--- src/rtl/bcd_pkg.sv ---
// Shared definitions for the BCD decode path: digit widths, the decoder
// state type and the nibble validity test.
package bcd_pkg;

  localparam int DIGIT_W = 4;
  localparam int DEC_W   = 10;

  typedef enum logic {
    IDLE = 1'b0,
    EMIT = 1'b1
  } state_t;

  function automatic logic bcd_valid(input logic [DIGIT_W-1:0] nibble);
    return nibble <= 4'd9;
  endfunction

endpackage

--- src/rtl/bcd_digit_decoder.sv ---
// Single BCD digit to 10-bit one-hot decimal code; counterpart of the
// decimal-to-BCD encoder, usable directly by display drivers.
module bcd_digit_decoder
  import bcd_pkg::*;
(
  input  logic [DIGIT_W-1:0] nibble,
  output logic [DEC_W-1:0]   dec,
  output logic               invalid
);

  // NOTE: every output of a combinational block gets a default first, so
  // no path through the block can leave one unassigned and infer a latch.
  always_comb begin
    dec     = '0;
    invalid = !bcd_valid(nibble);
    if (!invalid) dec = DEC_W'(1) << nibble;
  end

endmodule

--- src/rtl/bcd_to_decimal_decoder_seq.sv ---
// Streams a packed BCD word out one one-hot digit per handshake, most
// significant first, with optional leading-zero suppression.
module bcd_to_decimal_decoder_seq
  import bcd_pkg::*;
#(
  parameter int DIGITS      = 4,
  parameter int SUPPRESS_LZ = 0
) (
  input  logic                    clk,
  input  logic                    rst,
  input  logic                    in_valid,
  output logic                    in_ready,
  input  logic [DIGIT_W*DIGITS-1:0] in_bcd,
  output logic                    out_valid,
  input  logic                    out_ready,
  output logic [DEC_W-1:0]        out_dec,
  output logic                    out_last,
  output logic                    out_err,
  output logic                    err_flag,
  output logic                    busy
);

  localparam int WORD_W = DIGIT_W * DIGITS;
  localparam int CNT_W  = (DIGITS > 1) ? $clog2(DIGITS) : 1;

  state_t              state_q, state_d;
  logic [WORD_W-1:0]   shreg_q, shreg_d;
  logic [CNT_W-1:0]    cnt_q, cnt_d;
  logic                lz_q, lz_d;
  logic                err_flag_q, err_flag_d;

  logic [DIGIT_W-1:0]  nibble;
  logic [DEC_W-1:0]    dec_raw;
  logic                nibble_bad;
  logic                emitting;
  logic                skipping;
  logic                accept;

  assign nibble = shreg_q[WORD_W-1 -: DIGIT_W];

  bcd_digit_decoder u_digit (
    .nibble  (nibble),
    .dec     (dec_raw),
    .invalid (nibble_bad)
  );

  assign emitting  = (state_q == EMIT);
  assign skipping  = emitting && lz_q && (nibble == '0) && (cnt_q != '0);

  assign out_valid = emitting && !skipping;
  assign out_dec   = emitting ? dec_raw : '0;
  assign out_err   = emitting && nibble_bad;
  assign out_last  = emitting && (cnt_q == '0);
  assign busy      = emitting;
  assign err_flag  = err_flag_q;

  // The last-digit handshake frees the block in the same cycle, which lets
  // a waiting producer stream words back to back.
  assign in_ready  = !rst && (!emitting || (out_valid && out_last && out_ready));
  assign accept    = in_valid && in_ready;

  always_comb begin
    state_d    = state_q;
    shreg_d    = shreg_q;
    cnt_d      = cnt_q;
    lz_d       = lz_q;
    err_flag_d = err_flag_q | (out_valid & out_ready & out_err);

    if (accept) begin
      state_d = EMIT;
      shreg_d = in_bcd;
      cnt_d   = CNT_W'(DIGITS - 1);
      lz_d    = (SUPPRESS_LZ != 0);
    end else if (emitting) begin
      if (skipping) begin
        shreg_d = shreg_q << DIGIT_W;
        cnt_d   = cnt_q - CNT_W'(1);
      end else begin
        // A visible digit ends the leading-zero run for the rest of the word.
        lz_d = 1'b0;
        if (out_ready) begin
          if (cnt_q != '0) begin
            shreg_d = shreg_q << DIGIT_W;
            cnt_d   = cnt_q - CNT_W'(1);
          end else begin
            state_d = IDLE;
          end
        end
      end
    end
  end

  // NOTE: sequential state uses non-blocking assignments so every flop
  // samples the pre-edge values regardless of statement order.
  always_ff @(posedge clk or posedge rst) begin
    if (rst) begin
      state_q    <= IDLE;
      shreg_q    <= '0;
      cnt_q      <= '0;
      lz_q       <= 1'b0;
      err_flag_q <= 1'b0;
    end else begin
      state_q    <= state_d;
      shreg_q    <= shreg_d;
      cnt_q      <= cnt_d;
      lz_q       <= lz_d;
      err_flag_q <= err_flag_d;
    end
  end

endmodule

--- config.mk ---
export PLATFORM = sky130hd
export DESIGN_NAME = bcd_to_decimal_decoder_seq
export DESIGN_NICKNAME = d
export VERILOG_FILES = /design/src/rtl/bcd_pkg.sv /design/src/rtl/bcd_digit_decoder.sv /design/src/rtl/bcd_to_decimal_decoder_seq.sv
export SDC_FILE = /design/constraint.sdc
export NUM_CORES = 1
export LEC_CHECK = 0
export BUFFER_PORTS_ARGS = -buffer_cell sky130_fd_sc_hd__buf_2
export CORE_AREA = 2 2 53 55
export CTS_CLUSTER_DIAMETER = 40
export DETAILED_ROUTE_END_ITERATION = 6
export DIE_AREA = 0 0 55 57
export PLACE_DENSITY = 0.76
export SYNTH_ARGS = -nofsm -noshare
export SYNTH_HDL_FRONTEND = slang
export SYNTH_HIERARCHICAL = 1
export SYNTH_SLANG_ARGS = --single-unit
--- constraint.sdc ---
create_clock -name clk -period 2.35 [get_ports clk]
set_clock_uncertainty 0.15 [all_clocks]
set_input_delay 0.3525 -clock clk [delete_from_list [all_inputs] [get_ports clk]]
set_output_delay 0.3525 -clock clk [all_outputs]
set_load 0.02 [all_outputs]
# Word level (Yosys, flattened, before mapping)
# Cells that the tools add are included.
# word_totals
regBits	21
out_inout_bits	16
# classes
add_sub_neg	1
order_cmp	1
n_eq_ne	1
shifts	1
muxes	20
bitwise	3
n_reduce_logical	23
# op_table
operator	count
$mux 16	5
$mux 10	2
$logic_and 1x1->1	10
$mux 2	5
$shl 1x4->10 const A	1
$mux 1	8
$reduce_bool 3->1	2
$le 4x4->1 const B	1
$logic_not 1->1	4
$logic_not 4->1	1
$reduce_bool 2->1	2
$reduce_and 3->1	1
$and 1x1->1	2
$logic_not 2->1	1
$ne 2x1->1 const B	1
$reduce_and 2->1	1
$sub 2x1->2 const B	1
$logic_or 1x1->1	1
$or 1x1->1	1

# Depth between registers and ports, before layout
# Gate-level depths: netlist (run 1).
# depth
ltp_word	12
ltp_mapped	7

# By module
# Netlist (run 1), hierarchy kept.
# by_module_without_submodules
module	instances	cells_each	area_each_um2	seq_area_each_um2
bcd_to_decimal_decoder_seq	1	87	1082.3	500.5
bcd_digit_decoder	1	15	177.7	0.0

# Worst setup path after synthesis (run 1)
# Ideal clock, no wire load.
# synth_path
kind	input-to-reg
from	input port rst
to	register shreg_q[10]
setup_time_ps	125
t_arrival_ps	1702
required_ps	2075
setup_slack_ps	373
stages	4
cell_sequence	inv_1 nand3_2 buf_4 mux2_4
# synth_between
elab_chain_cells	5
# synth_lines
element	line	text
start, declared	bcd_to_decimal_decoder_seq.sv:10	input logic rst,
$logic_not 1->1 (no source line) *	n/a	
$logic_and 1x1->1 *	bcd_to_decimal_decoder_seq.sv:59	assign in_ready = !rst && (!emitting || (out_valid && out_last && out_ready));
$logic_and 1x1->1 *	bcd_to_decimal_decoder_seq.sv:60	assign accept = in_valid && in_ready;
$reduce_bool 3->1 (no source line) / $reduce_bool 2->1 (equally long branches)	n/a	
$reduce_and 3->1 (no source line)	n/a	
end signal, assigned	bcd_to_decimal_decoder_seq.sv:104	shreg_q <= shreg_d;
end, declared	bcd_to_decimal_decoder_seq.sv:27	logic [WORD_W-1:0] shreg_q, shreg_d;
# Mark *: on every way between the ends. The rest lies on a longest branch, timed or not.
# A chain may end at the register's enable or synchronous reset.

# Worst setup path after layout (run 1)
# layout_path
from	input port rst
to	output port in_ready
# layout_between
elab_chain_cells	2
# layout_lines
element	line	text
$logic_not 1->1 (no source line)	n/a	
$logic_and 1x1->1	bcd_to_decimal_decoder_seq.sv:59	
end, declared	bcd_to_decimal_decoder_seq.sv:12	output logic in_ready,
# No other way between the ends.

==> results of run 1 <==
==> cells in the final DEF, fill, tap and decap left out, drive strengths merged <==
cell type / Yosys / routed
a21bo: 1 / 1
a21o: 1 / 1
and2: 13 / 13
and4b: 1 / 1
and4bb: 4 / 4
buf: 8 / 38
clkbuf: 1 / 4
dfrtp: 20 / 20
dlygate4sd3: 0 / 1
ha: 1 / 1
inv: 7 / 7
mux2: 24 / 24
mux2i: 4 / 4
nand2: 7 / 7
nand3: 1 / 1
nand3b: 1 / 1
nor4: 1 / 1
nor4b: 4 / 4
o211ai: 1 / 1
o21a: 1 / 1
xnor2: 1 / 1
==> layout make-up <==
class	count	area [um2]
flip-flops and latches	20	500
well taps	31	38.8
clock buffers	4	36.3
repair buffers	39	208
multi-input cells	66	646
fillers	247	1160
inverters	7	26.3
==> cell families (layout without fill, tap and decap cells) <==
kind of cell / after synthesis / count (layout) / synth area share
AOI/OAI and AO/OA: 4 / 4 / 0.0258
and+or+nand+nor: 32 / 32 / 0.206
buffers and inverters: 16 / 50 / 0.0904
adders and majority gates: 1 / 1 / 0.00993
xor gates and xnor gates: 1 / 1 / 0.00695
DFF: 20 / 20 / 0.397
muxes: 28 / 28 / 0.264
==> power groups by stage <==
stage               Clock (W)  Combinational, W  Sequential [W]
finish               0.000196          0.000831        0.000698
detailed placement          0          0.000842        0.000709
CTS                  0.000197          0.000846        0.000700
global placement            0          0.000809        0.000684
global route         0.000210          0.000916        0.000733
floorplan                   0          0.000851        0.000591
==> state kept, by name, indices dropped and copies added (netlist names) <==
name,flops
busy,1
shreg_q,16
cnt_q,2
err_flag,1
==> worst min-delay path by stage <==
stage                     from     endpoint  slack (ns)  cells past startpoint
floorplan                  rst         busy        0.19                      1
detailed placement         rst   shreg_q[2]        0.28                      3
global route        in_bcd[11]  shreg_q[11]        0.13                      2
global placement           rst   shreg_q[6]        0.28                      3
CTS                  in_bcd[2]   shreg_q[2]        0.12                      3
finish               in_bcd[2]   shreg_q[2]        0.12                      3
==> per-layer routing <==
layer  part of all wire  vias to the layer above
li1                   -                      419
met1               0.45                      393
met2               0.50                       24
met3              0.047                        2
met4             0.0066                        0
met5                  0                        -
==> stage by stage <==
step                      hold WS (ns)  area [um2]  worst slack, ns  std cells  total power [W]
after CTS                        0.123        1460            0.239        167          0.00174
after floorplan                  0.187        1260            0.373        102          0.00144
final                            0.122        1460            0.260        167          0.00172
after global placement           0.275        1410            0.496        162          0.00149
after global routing             0.131        1460            0.172        167          0.00186
after detailed placement         0.284        1410            0.404        162          0.00155
==> synth_stat cells, drive strengths merged <==
master | number | share of area
mux2 | 24 | 0.23
dfrtp | 20 | 0.40
and2 | 13 | 0.066
buf | 8 | 0.067
inv | 7 | 0.021
nand2 | 7 | 0.021
and4bb | 4 | 0.040
mux2i | 4 | 0.032
nor4b | 4 | 0.048
a21bo | 1 | 0.0079
a21o | 1 | 0.0060
and4b | 1 | 0.0079
clkbuf | 1 | 0.0030
ha | 1 | 0.0099
nand3 | 1 | 0.0079
nand3b | 1 | 0.0060
nor4 | 1 | 0.0099
o211ai | 1 | 0.0060
o21a | 1 | 0.0060
xnor2 | 1 | 0.0070
==> worst max-delay path, delay by kind of cell <==
kind / cells / cell delay, ns
buffers and inverters: 5 / 1.10
and+or+nand+nor: 1 / 0.13
==> what timing repair did <==
action | CTS | global route
hold endpoints to repair | 20 | 0
gates resized for setup | 0 | 0
hold buffers | 1 | 0
buffers inserted | 0 | 0
==> flow_metrics.tcl, run 1 <==
set metrics [dict create \
    hp-class "input port to flip-flop" \
    p_per_area_nw_per_um2 1190 \
    path_class "input port to primary output" \
    grt_util_met1 0.198 \
    critPathLaunch "rst" \
    antenna_found_initial 0 \
    maxSlewHeadroom 0.662 \
    synth-seq-area-share 0.397 \
    cp-endpoint "in_ready" \
    crit_fanout 9 \
    synth_seq_cells 20 \
    worst_setup_path_end_kind "primary output" \
    rows 19 \
    synth_fp_nets 123 \
    yosys_warnings 6 \
    syn_to_final_growth_pct 15.5 \
    finalCritPeriodShare 0.889 \
    dr_total_vias 838 \
    yosysUniqueCellTypes 24 \
    track_usage 0.148 \
    die_x_um 55 \
    grt_pass1_wl_um 3420 \
    critPathRequiredTime_ns 1.85 \
    busiest_layer "met2" \
    power_leakage_nw 0.768 \
    drv_slew 0 \
    regToRegStartpoint "cnt_q[0]" \
    intPower_w 0.00109 \
    worst_pin_slew_ns 0.506 \
    cp-start-kind "input port" \
    hold_violations 0 \
    wl_per_cell_um 12.7 \
    cts_tree "built" \
    portBuffers 35 \
    slowest_delay_ns 0.53 \
    start_util 0.482 \
    p_seq_frac 0.405 \
    setup_violations 0 \
    power.share.switching 0.371 \
    routabilityCongestion 0.656 \
    path_cells "dlygate4sd3_1 > buf_2 > inv_1 > buf_4 > and2_1 > buf_2" \
    reg2reg_slack_ns 0.41 \
    grt_overflow_total 0 \
    cts_buffers 3 \
    fin_tns_setup_ns 0 \
    drc_errors 0 \
    irDropWorstVdd_uv 581 \
    grtUsageMet3 0.0157 \
    reg2reg_depth 5 \
    ios 36 \
    syn_area_um2 1260 \
    grt_pass1_vias 756 \
    pwr-share-comb 0.482 \
    timing.final.crit_period_ns 2.09 \
    outcome "complete, no violations" \
    clk_latency_ns 0.29 \
    cp_slowest_cell "dlygate4sd3_1" \
    r2r_end "shreg_q[8]" \
    fin_util 0.556 \
    ant_nets 0 \
    clkPwrFrac 0.113 \
    use_met2 0.245 \
    synthCells 102 \
    clk_path_buf_depth 2 \
    layout-drive-gt1-share 0.574 \
    power_switching_w 0.000640 \
    timing.critical_path.mode_cell "buf_2" \
    firstDrtPassIters 4 \
    die-area_um2 3140 \
    coreArea_um2 2620 \
    clk_pin_slew_ns 0.11 \
    fin_nets 158 \
    fmax_mhz 478 \
    cts-htree-levels 1 \
    root_buffer "clkbuf_4" \
    avgSynthCellArea_um2 12.4 \
    place_hpwl_um 1630 \
    crit_arrival_ns 1.59 \
    chipHeight_um 57 \
    num_antenna_cells 0 \
    routed_wl_um 2120 \
    clock_sinks 20 \
    grt_setup_unrepaired "false" \
    drv_cap 0 \
    vias_per_cell 5.02 \
    grt_max_degree 20 \
    drt_iter0_drc 4 \
]
Power figures use the tool's default switching activity.
==> run 2: changes to the inputs <==
Clock period 2.35 ns to 2.4 ns, I/O delays scaled along.
==> run 2 against run 1 <==
Compared with the run above: count of clock-buffer cells in the layout is the same; power shrank 2.6%; via count shrank 0.24%; combinational power shrank 2.4%; critical endpoint unchanged.
==> flow_metrics.tcl, run 2 (same netlist as run 1, synthesis figures left out) <==
set metrics [dict create \
    outcome "complete, no violations" \
    layout_commonest_cell "buf_2" \
    die-area_um2 3140 \
    crit_fanout 9 \
    dr_total_vias 836 \
    timing.final.crit_period_ns 2.09 \
    critPathRequiredTime_ns 1.89 \
    clk_pin_slew_ns 0.10 \
    place_hpwl_um 1620 \
    fill_cells 238 \
    routabilityCongestion 0.656 \
    hp-class "input port to flip-flop" \
    firstDrtPassIters 4 \
    mostFrequentLayoutCells "35 x buf_2, 20 x dfrtp_1, 18 x mux2_2, 12 x and2_1" \
    multi_input_area_um2 646 \
    critPathLaunch "rst" \
    rows 19 \
    root_buffer "clkbuf_4" \
    fin_area_um2 1460 \
    register_area_um2 500 \
    fin_nets 158 \
    regToRegStartpoint "cnt_q[0]" \
    ant_nets 0 \
    fmax_mhz 477 \
    antenna_found_initial 0 \
    reg2reg_depth 5 \
    irDropWorstVdd_uv 594 \
    coreArea_um2 2620 \
    grt_setup_unrepaired "false" \
    drt_iter0_drc 8 \
    finalCritPeriodShare 0.873 \
    top_register "shreg_q" \
    fin_cells 167 \
    drv_cap 0 \
    power_leakage_nw 0.768 \
    place_area_um2 1410 \
    drc_errors 0 \
    cts_resized 0 \
    chipHeight_um 57 \
    vias_per_cell 5.01 \
    largest_register_ffs 16 \
    hold_violations 0 \
    p_per_area_nw_per_um2 1160 \
    die_x_um 55 \
    start_util 0.482 \
    cts-htree-levels 1 \
    grt_max_degree 20 \
    routed_wl_um 2080 \
    top_regs "shreg_q: 16 flops, cnt_q: 2 flops" \
    whs_path_depth 3 \
    dp.cells 162 \
    worst_pin_slew_ns 0.512 \
    drv_slew 0 \
    grt_pass1_vias 817 \
    layout-drive-gt1-share 0.574 \
    cts_buffers 3 \
    grt_overflow_total 0 \
    cp-start-kind "input port" \
    track_usage 0.155 \
    maxSlewHeadroom 0.658 \
    clk_path_buf_depth 2 \
    holdCritStartpoint "in_bcd[2]" \
    cts_tree "built" \
    clk_latency_ns 0.28 \
    worst_setup_path_end_kind "primary output" \
    post_cts_buffers 0 \
    path_class "input port to primary output" \
    clock_sinks 20 \
    setup_violations 0 \
    num_antenna_cells 0 \
    ios 36 \
    grt_pass1_wl_um 3570 \
    fin_tns_setup_ns 0 \
    hold-worst-slack_ns 0.137 \
    syn_to_final_growth_pct 15.5 \
    portBuffers 35 \
    wl_per_cell_um 12.4 \
    crit_arrival_ns 1.58 \
]
## run 2: path summary, 6_finish.rpt
| kind | slack, ns | endpoint |
|---|---|---|
| hold / removal | 0.14 | shreg_q[2] |
| setup reg to reg | 0.46 | shreg_q[8] |
| max in group asynchronous | 1.43 | shreg_q[7] |
| hold reg to reg | 0.31 | err_flag |
| setup / recovery | 0.31 | in_ready |
| min in group asynchronous | 0.50 | busy |
## run 2: area by class of cell
| class | count | share of cell area |
|---|---|---|
| Clock buffer | 4 | 0.0249 |
| Inverter | 7 | 0.0181 |
| Multi-Input combinational cell | 66 | 0.444 |
| Sequential cell | 20 | 0.344 |
| Tap cell | 31 | 0.0267 |
| Timing Repair Buffer | 39 | 0.143 |
## run 2: what timing repair did
| action | in CTS | in global routing |
|---|---|---|
| hold endpoints to repair | 20 | 0 |
| hold buffers | 1 | 0 |
| endpoints found under the setup margin | 0 | 0 |
## run 2: per-stage QoR
stage	worst slack, ns	util	total power, W
finish	0.305	0.556	0.00168
global route	0.242	0.556	0.00182
CTS	0.295	0.556	0.00171
detailed placement	0.444	0.539	0.00152
global placement	0.547	0.539	0.00146
floorplan	0.415	-	0.00141
## run 2: worst max-delay path, cell delays in order
cell and delay (ns):
dlygate4sd3_1 0.53, buf_2 0.12, inv_1 0.09, buf_4 0.19, and2_1 0.13, buf_2 0.15
## run 2: where the power goes
part / total (W) / internal, W / switching, W
clock network: 0.000186 / 0.0000923 / 0.0000941
logic: 0.000811 / 0.000479 / 0.000332
registers: 0.000683 / 0.000491 / 0.000193
total: 0.00168 / 0.00106 / 0.000619
## run 2: per-layer routing
metal	share of wire	vias up	track usage
met5	0	-	0
met4	0.018	0	0.0662
met3	0.057	4	0.0157
met2	0.51	30	0.259
met1	0.41	380	0.199
li1	-	422	-
